===== src/rtl/ofm_packer_if.sv =====
// ofm_packer_if: narrow result-beat input and packed AXI-Stream output of the packer
interface ofm_packer_if #(
    parameter int IN_WIDTH  = 64,
    parameter int OUT_WIDTH = 512
);
    localparam int KEEP_WIDTH = OUT_WIDTH / 8;
    logic [IN_WIDTH-1:0]   din;
    logic                  din_valid;
    logic                  din_last;
    logic                  din_ready;
    logic [OUT_WIDTH-1:0]  m_tdata;
    logic [KEEP_WIDTH-1:0] m_tkeep;
    logic                  m_tlast;
    logic                  m_tvalid;
    logic                  m_tready;
    modport master (
        input  din, din_valid, din_last, m_tready,
        output din_ready, m_tdata, m_tkeep, m_tlast, m_tvalid
    );
    modport slave (
        output din, din_valid, din_last, m_tready,
        input  din_ready, m_tdata, m_tkeep, m_tlast, m_tvalid
    );
endinterface


===== src/rtl/ofm_packer.sv =====
// ofm_packer: packs IN_WIDTH result beats LSB-first into OUT_WIDTH AXI-Stream words
module ofm_packer #(
    parameter int IN_WIDTH   = 64,
    parameter int OUT_WIDTH  = 512,
    parameter int MAX_CNT    = OUT_WIDTH / IN_WIDTH,
    parameter int KEEP_WIDTH = OUT_WIDTH / 8
) (
    input  logic              clk,
    input  logic              rst_n,
    input  logic              clear,
    ofm_packer_if.master      bus,
    output logic [15:0]       words_out,
    output logic              frame_done
);
    localparam int CW = $clog2(MAX_CNT);
    localparam int LB = IN_WIDTH / 8;
    logic [CW-1:0]         cnt;
    logic [OUT_WIDTH-1:0]  asm_q, word;
    logic [KEEP_WIDTH-1:0] keep;
    logic                  acc, done, hs;
    assign bus.din_ready = !bus.m_tvalid || bus.m_tready;
    assign acc  = bus.din_valid && bus.din_ready;
    assign done = acc && (cnt == CW'(MAX_CNT - 1) || bus.din_last);
    assign hs   = bus.m_tvalid && bus.m_tready;
    // Incoming beat merged into its lane; lanes above it are zeroed so no stale data leaks
    always_comb begin
        word = '0;
        keep = '0;
        for (int i = 0; i < MAX_CNT; i++) begin
            word[i*IN_WIDTH +: IN_WIDTH] = CW'(i) < cnt ? asm_q[i*IN_WIDTH +: IN_WIDTH] :
                                           CW'(i) == cnt ? bus.din : '0;
            keep[i*LB +: LB] = CW'(i) <= cnt ? '1 : '0;
        end
    end
    always_ff @(posedge clk or negedge rst_n) begin
        if (!rst_n) begin
            cnt          <= '0;
            asm_q        <= '0;
            bus.m_tdata  <= '0;
            bus.m_tkeep  <= '0;
            bus.m_tlast  <= 1'b0;
            bus.m_tvalid <= 1'b0;
            words_out    <= '0;
            frame_done   <= 1'b0;
        end else if (clear) begin
            cnt          <= '0;
            asm_q        <= '0;
            bus.m_tkeep  <= '0;
            bus.m_tlast  <= 1'b0;
            bus.m_tvalid <= 1'b0;
            frame_done   <= 1'b0;
        end else begin
            frame_done <= hs && bus.m_tlast;
            if (hs) words_out <= words_out + 16'd1;
            if (done) begin
                cnt          <= '0;
                asm_q        <= '0;
                bus.m_tdata  <= word;
                bus.m_tkeep  <= keep;
                bus.m_tlast  <= bus.din_last;
                bus.m_tvalid <= 1'b1;
            end else begin
                if (acc) begin
                    asm_q <= word;
                    cnt   <= cnt + 1'b1;
                end
                if (hs) bus.m_tvalid <= 1'b0;
            end
        end
    end
endmodule

===== src/flat_wrapper.sv =====
// flat-port wrapper written by rule: the top's interface ports become plain ports
module ofm_packer_flat 
#(
    parameter int IN_WIDTH   = 64,
    parameter int OUT_WIDTH  = 512,
    parameter int MAX_CNT    = OUT_WIDTH / IN_WIDTH,
    parameter int KEEP_WIDTH = OUT_WIDTH / 8
)
  (clk, rst_n, clear, words_out, frame_done, bus_din, bus_din_valid, bus_din_last, bus_m_tready, bus_din_ready, bus_m_tdata, bus_m_tkeep, bus_m_tlast, bus_m_tvalid);
  ofm_packer_if #(.IN_WIDTH(IN_WIDTH), .OUT_WIDTH(OUT_WIDTH)) bus_i ();
  input  logic clk;
  input  logic rst_n;
  input  logic clear;
  output logic [15:0] words_out;
  output logic frame_done;
  input wire logic [$bits(bus_i.din)-1:0] bus_din;
  input wire logic [$bits(bus_i.din_valid)-1:0] bus_din_valid;
  input wire logic [$bits(bus_i.din_last)-1:0] bus_din_last;
  input wire logic [$bits(bus_i.m_tready)-1:0] bus_m_tready;
  output wire logic [$bits(bus_i.din_ready)-1:0] bus_din_ready;
  output wire logic [$bits(bus_i.m_tdata)-1:0] bus_m_tdata;
  output wire logic [$bits(bus_i.m_tkeep)-1:0] bus_m_tkeep;
  output wire logic [$bits(bus_i.m_tlast)-1:0] bus_m_tlast;
  output wire logic [$bits(bus_i.m_tvalid)-1:0] bus_m_tvalid;
  assign bus_i.din = bus_din;
  assign bus_i.din_valid = bus_din_valid;
  assign bus_i.din_last = bus_din_last;
  assign bus_i.m_tready = bus_m_tready;
  assign bus_din_ready = bus_i.din_ready;
  assign bus_m_tdata = bus_i.m_tdata;
  assign bus_m_tkeep = bus_i.m_tkeep;
  assign bus_m_tlast = bus_i.m_tlast;
  assign bus_m_tvalid = bus_i.m_tvalid;
  ofm_packer #(.IN_WIDTH(IN_WIDTH), .OUT_WIDTH(OUT_WIDTH), .MAX_CNT(MAX_CNT), .KEEP_WIDTH(KEEP_WIDTH)) u_core (.clk(clk), .rst_n(rst_n), .clear(clear), .bus(bus_i), .words_out(words_out), .frame_done(frame_done));
endmodule

===== config.mk =====
export PLATFORM = sky130hd
export DESIGN_NAME = ofm_packer_flat
export DESIGN_NICKNAME = d
export VERILOG_FILES = /design/src/rtl/ofm_packer_if.sv /design/src/rtl/ofm_packer.sv /design/src/flat_wrapper.sv
export SDC_FILE = /design/constraint.sdc
export NUM_CORES = 2
export LEC_CHECK = 0
export ABC_AREA = 0
export CORE_ASPECT_RATIO = 0.7
export CORE_UTILIZATION = 25
export CTS_CLUSTER_SIZE = 10
export DETAILED_ROUTE_END_ITERATION = 8
export GPL_ROUTABILITY_DRIVEN = 0
export SLEW_MARGIN = 20
export SYNTH_ARGS = -nofsm -noshare
export SYNTH_HDL_FRONTEND = slang
export SYNTH_SLANG_ARGS = --single-unit
export TNS_END_PERCENT = 30

===== constraint.sdc =====
create_clock -name clk -period 3.5 [get_ports clk]
set_input_delay 0.35 -clock clk [delete_from_list [all_inputs] [get_ports clk]]
set_output_delay 0.35 -clock clk [all_outputs]
set_load 0.02 [all_outputs]

==> flow_summary.json <==
{
  "timing.hold.ws_ns": 0.244,
  "post-cts-setup-buffer-count": 0,
  "crit_path_start_kind": "flip-flop",
  "power.ir.vdd_worst_mv": 0.316,
  "worst_min_delay_path_class": "in -> async",
  "yosysUniqueCellTypes": 43,
  "mappedNetlistArea_mm2": 0.0408,
  "design.die.area_mm2": 0.165,
  "postRouteWirelength_mm": 152,
  "clk_pin_slew_worst_paths_ns": 0.06,
  "ys_dominant_reg_cell": "dfrtp_1",
  "synth_async_sr_flop_share": 1.00,
  "routed_wire_length_per_instance_um": 24.0,
  "cts_made_buffers": 112,
  "overflow": 0,
  "clock_power_share": 0.424,
  "max_cap_violations": 0,
  "p_per_area_mw_per_mm2": 475,
  "holdBufCountCts": 1,
  "power_frac_seq": 0.481,
  "syn_area_per_cell_um2": 10.9,
  "synth_top_area_frac": 0.608,
  "criticalPathCategory": "reg -> reg",
  "rsz0062_at_grt": "no",
  "io-pin-count": 666,
  "htree_num_levels": 3,
  "power_switching_share": 0.256,
  "post_route_cells_drive_above_1_share": 0.0669,
  "yosys_warnings": 0,
  "placement_rows": 123,
  "synthesis.nets": 3804,
  "synthTopCellsByArea": "dfrtp_1, a22o_1, nand2_1",
  "setup_total_negative_slack_ns": 0,
  "worst-slew-pin-transition_ns": 1.05,
  "area.growth.synth_to_final_pct": 28.2,
  "synth.ff_latch_count": 990,
  "grt_util_all_layers": 0.181,
  "fp.coreArea_mm2": 0.161,
  "grt_start_max_net_pins": 111,
  "switch_pwr_mw": 6.36,
  "period_needed_ns": 3.04,
  "cts_resized": 0,
  "max_freq_ghz": 0.328,
  "route.detailed.vias_per_inst": 5.04,
  "layout.area.seq_mm2": 0.0248,
  "initialDrtViolationCount": 2772,
  "dpl.hpwl_mm": 97.0,
  "synth_top_area_cell": "dfrtp_1",
  "clock_path_buffers": 3,
  "grt_pass1_wl_mm": 223,
  "dr.pass1.iters": 5,
  "most_common_cell_in_the_netlist": "dfrtp_1",
  "maxSlewViolCount": 0,
  "clock_root_buffer": "clkbuf_16",
  "final_nets": 4243,
  "multi_input_area_mm2": 0.0138,
  "fillers": 16200,
  "fp.dieH_um": 340,
  "grt_antenna_before_repair": 4,
  "worst_skew_pair.late_latency_ns": 0.74,
  "min_period_over_period": 0.870,
  "slew_headroom": 0.297,
  "portBuffers": 665,
  "route.antenna.remaining_nets": 0,
  "arrival_ns": 3.71,
  "crit_path_max_fanout": 43,
  "worstSetupEndpointType": "flip-flop",
  "power.combinational.fraction": 0.095,
  "floorplan.die.width_um": 485,
  "start_util": 0.253,
  "static-leakage-power_nw": 22.1,
  "number_of_global_route_vias_before_repair": 31600,
  "clock_skew_ns": 0.0174,
  "power.internal_mw": 18.5,
  "syn_inst": 3729,
  "cts.sinks": 990,
  "final-setup-viol-count": 0,
  "synth_top_cells_by_count": "dfrtp_1, nand2_1, a22o_1",
  "timing_hold_violations_final": 0,
  "route.detailed.drc": 0,
  "crit_required_ns": 4.17,
  "seq_area_frac_synth": 0.608,
  "outcome": "finished clean",
  "synth_enable_flop_cells": 0,
  "tritoncts_clock_tree": "done",
  "vias": 31800
}
[layout by cell type (no fill, tap or decap), types with 2 or more instances in the layout]
cell type | Yosys | routed
clkbuf_8 | 0 | 3
a21o_4 | 0 | 3
ha_4 | 0 | 3
buf_4 | 84 | 83
a31oi_1 | 64 | 64
clkbuf_16 | 0 | 115
nor2_4 | 0 | 2
ha_1 | 5 | 2
and3_4 | 0 | 5
clkbuf_1 | 199 | 6
dfrtp_1 | 990 | 988
xnor2_1 | 8 | 8
dfrtp_4 | 0 | 2
nor2b_1 | 64 | 64
nand4_1 | 4 | 4
diode_2 | 0 | 7
o21ai_1 | 215 | 215
xor2_1 | 7 | 7
a22o_1 | 457 | 457
inv_6 | 0 | 4
and3_1 | 136 | 131
buf_12 | 0 | 31
and2_4 | 0 | 4
nor3_1 | 3 | 3
a22oi_1 | 256 | 256
inv_1 | 3 | 3
nand3_1 | 5 | 5
nor2_1 | 6 | 5
clkdlybuf4s50_1 | 0 | 664
nor3_4 | 2 | 3
a21oi_1 | 130 | 129
bufinv_16 | 0 | 2
o2bb2ai_1 | 2 | 2
o21ai_0 | 300 | 300
nand2_1 | 586 | 586
a21oi_4 | 3 | 6
[sequential cells by signal (all words and copies together) (netlist names)]
name	count
u_core.bus.m_tdata	512
u_core.bus.m_tvalid	1
u_core.cnt	3
u_core.frame_done	1
u_core.bus.m_tlast	1
u_core.bus.m_tkeep	8
u_core.words_out	16
u_core.asm_q	448
[worst paths after layout]
kind,cells after the start,from,slack (ns),endpoint
max,7,u_core.cnt[0],0.46,u_core.asm_q[45]
min,2,rst_n,0.24,u_core.bus.m_tdata[402]
max reg2reg,7,u_core.cnt[0],0.46,u_core.asm_q[45]
min reg2reg,2,u_core.bus.m_tdata[362],0.47,u_core.bus.m_tdata[362]
max in group asynchronous,4,rst_n,2.12,u_core.bus.m_tdata[364]
min in group clk,2,bus_din_last,0.41,u_core.bus.m_tlast
[routing by layer]
layer  vias up  wire length [um]  track usage
li1      14200                 -            -
met1     16300             70900        0.261
met2      1215             66700        0.272
met3       190             10200       0.0379
met4         0              3750       0.0493
met5         -                 0            0
[layout make-up]
class / count / share of cell area
tap: 2125 / 0.0509
sequential: 990 / 0.474
clock inverter: 9 / 0.00223
inverter: 3 / 0.000216
antenna: 7 / 0.000335
multi-input combinational: 2280 / 0.264
timing repair buffer: 781 / 0.152
clock buffer: 124 / 0.0563
[per-stage QoR]
stage / cell area (um2) / setup slack (ns) / power [mW] / util / instances
after CTS: 52200 / 0.463 / 25.1 / 0.324 / 6311
after global placement: 49100 / 0.535 / 14.5 / 0.305 / 6177
after detailed placement: 49100 / 0.499 / 14.5 / 0.305 / 6177
after global routing: 52200 / 0.321 / 25.7 / 0.324 / 6313
final: 52200 / 0.456 / 24.8 / 0.324 / 6319
after floorplan: 40800 / 1.46 / 13.1 / - / 3729
[worst max-delay path: stages (launching register included)]
cell and delay (ns):
dfrtp_4 0.62, ha_1 0.29, ha_4 0.17, nor2_2 0.28
o21ai_1 0.18, a21oi_4 0.81, buf_12 0.31, a22o_1 0.20
[kinds of logic after synthesis]
group | after synthesis | share of synthesized area
muxes | 1 | 0.000276
buffers and inverters | 459 | 0.0584
AOI/OAI and AO/OA | 1434 | 0.237
adders and majority gates | 5 | 0.00153
and+or+nand+nor | 825 | 0.0914
DFF | 990 | 0.608
xor gates and xnor gates | 15 | 0.00322
[power groups by stage]
stage | combinational [mW] | sequential [mW] | clock [mW]
5_1_grt | 2.54 | 12.0 | 11.2
6_report | 2.35 | 11.9 | 10.5
3_5_place_dp | 2.40 | 12.1 | 0
4_1_cts | 2.40 | 11.9 | 10.8
2_1_floorplan | 0.750 | 12.4 | 0
3_3_place_gp | 2.38 | 12.1 | 0
No activity file was read; power rests on OpenSTA's default activity.
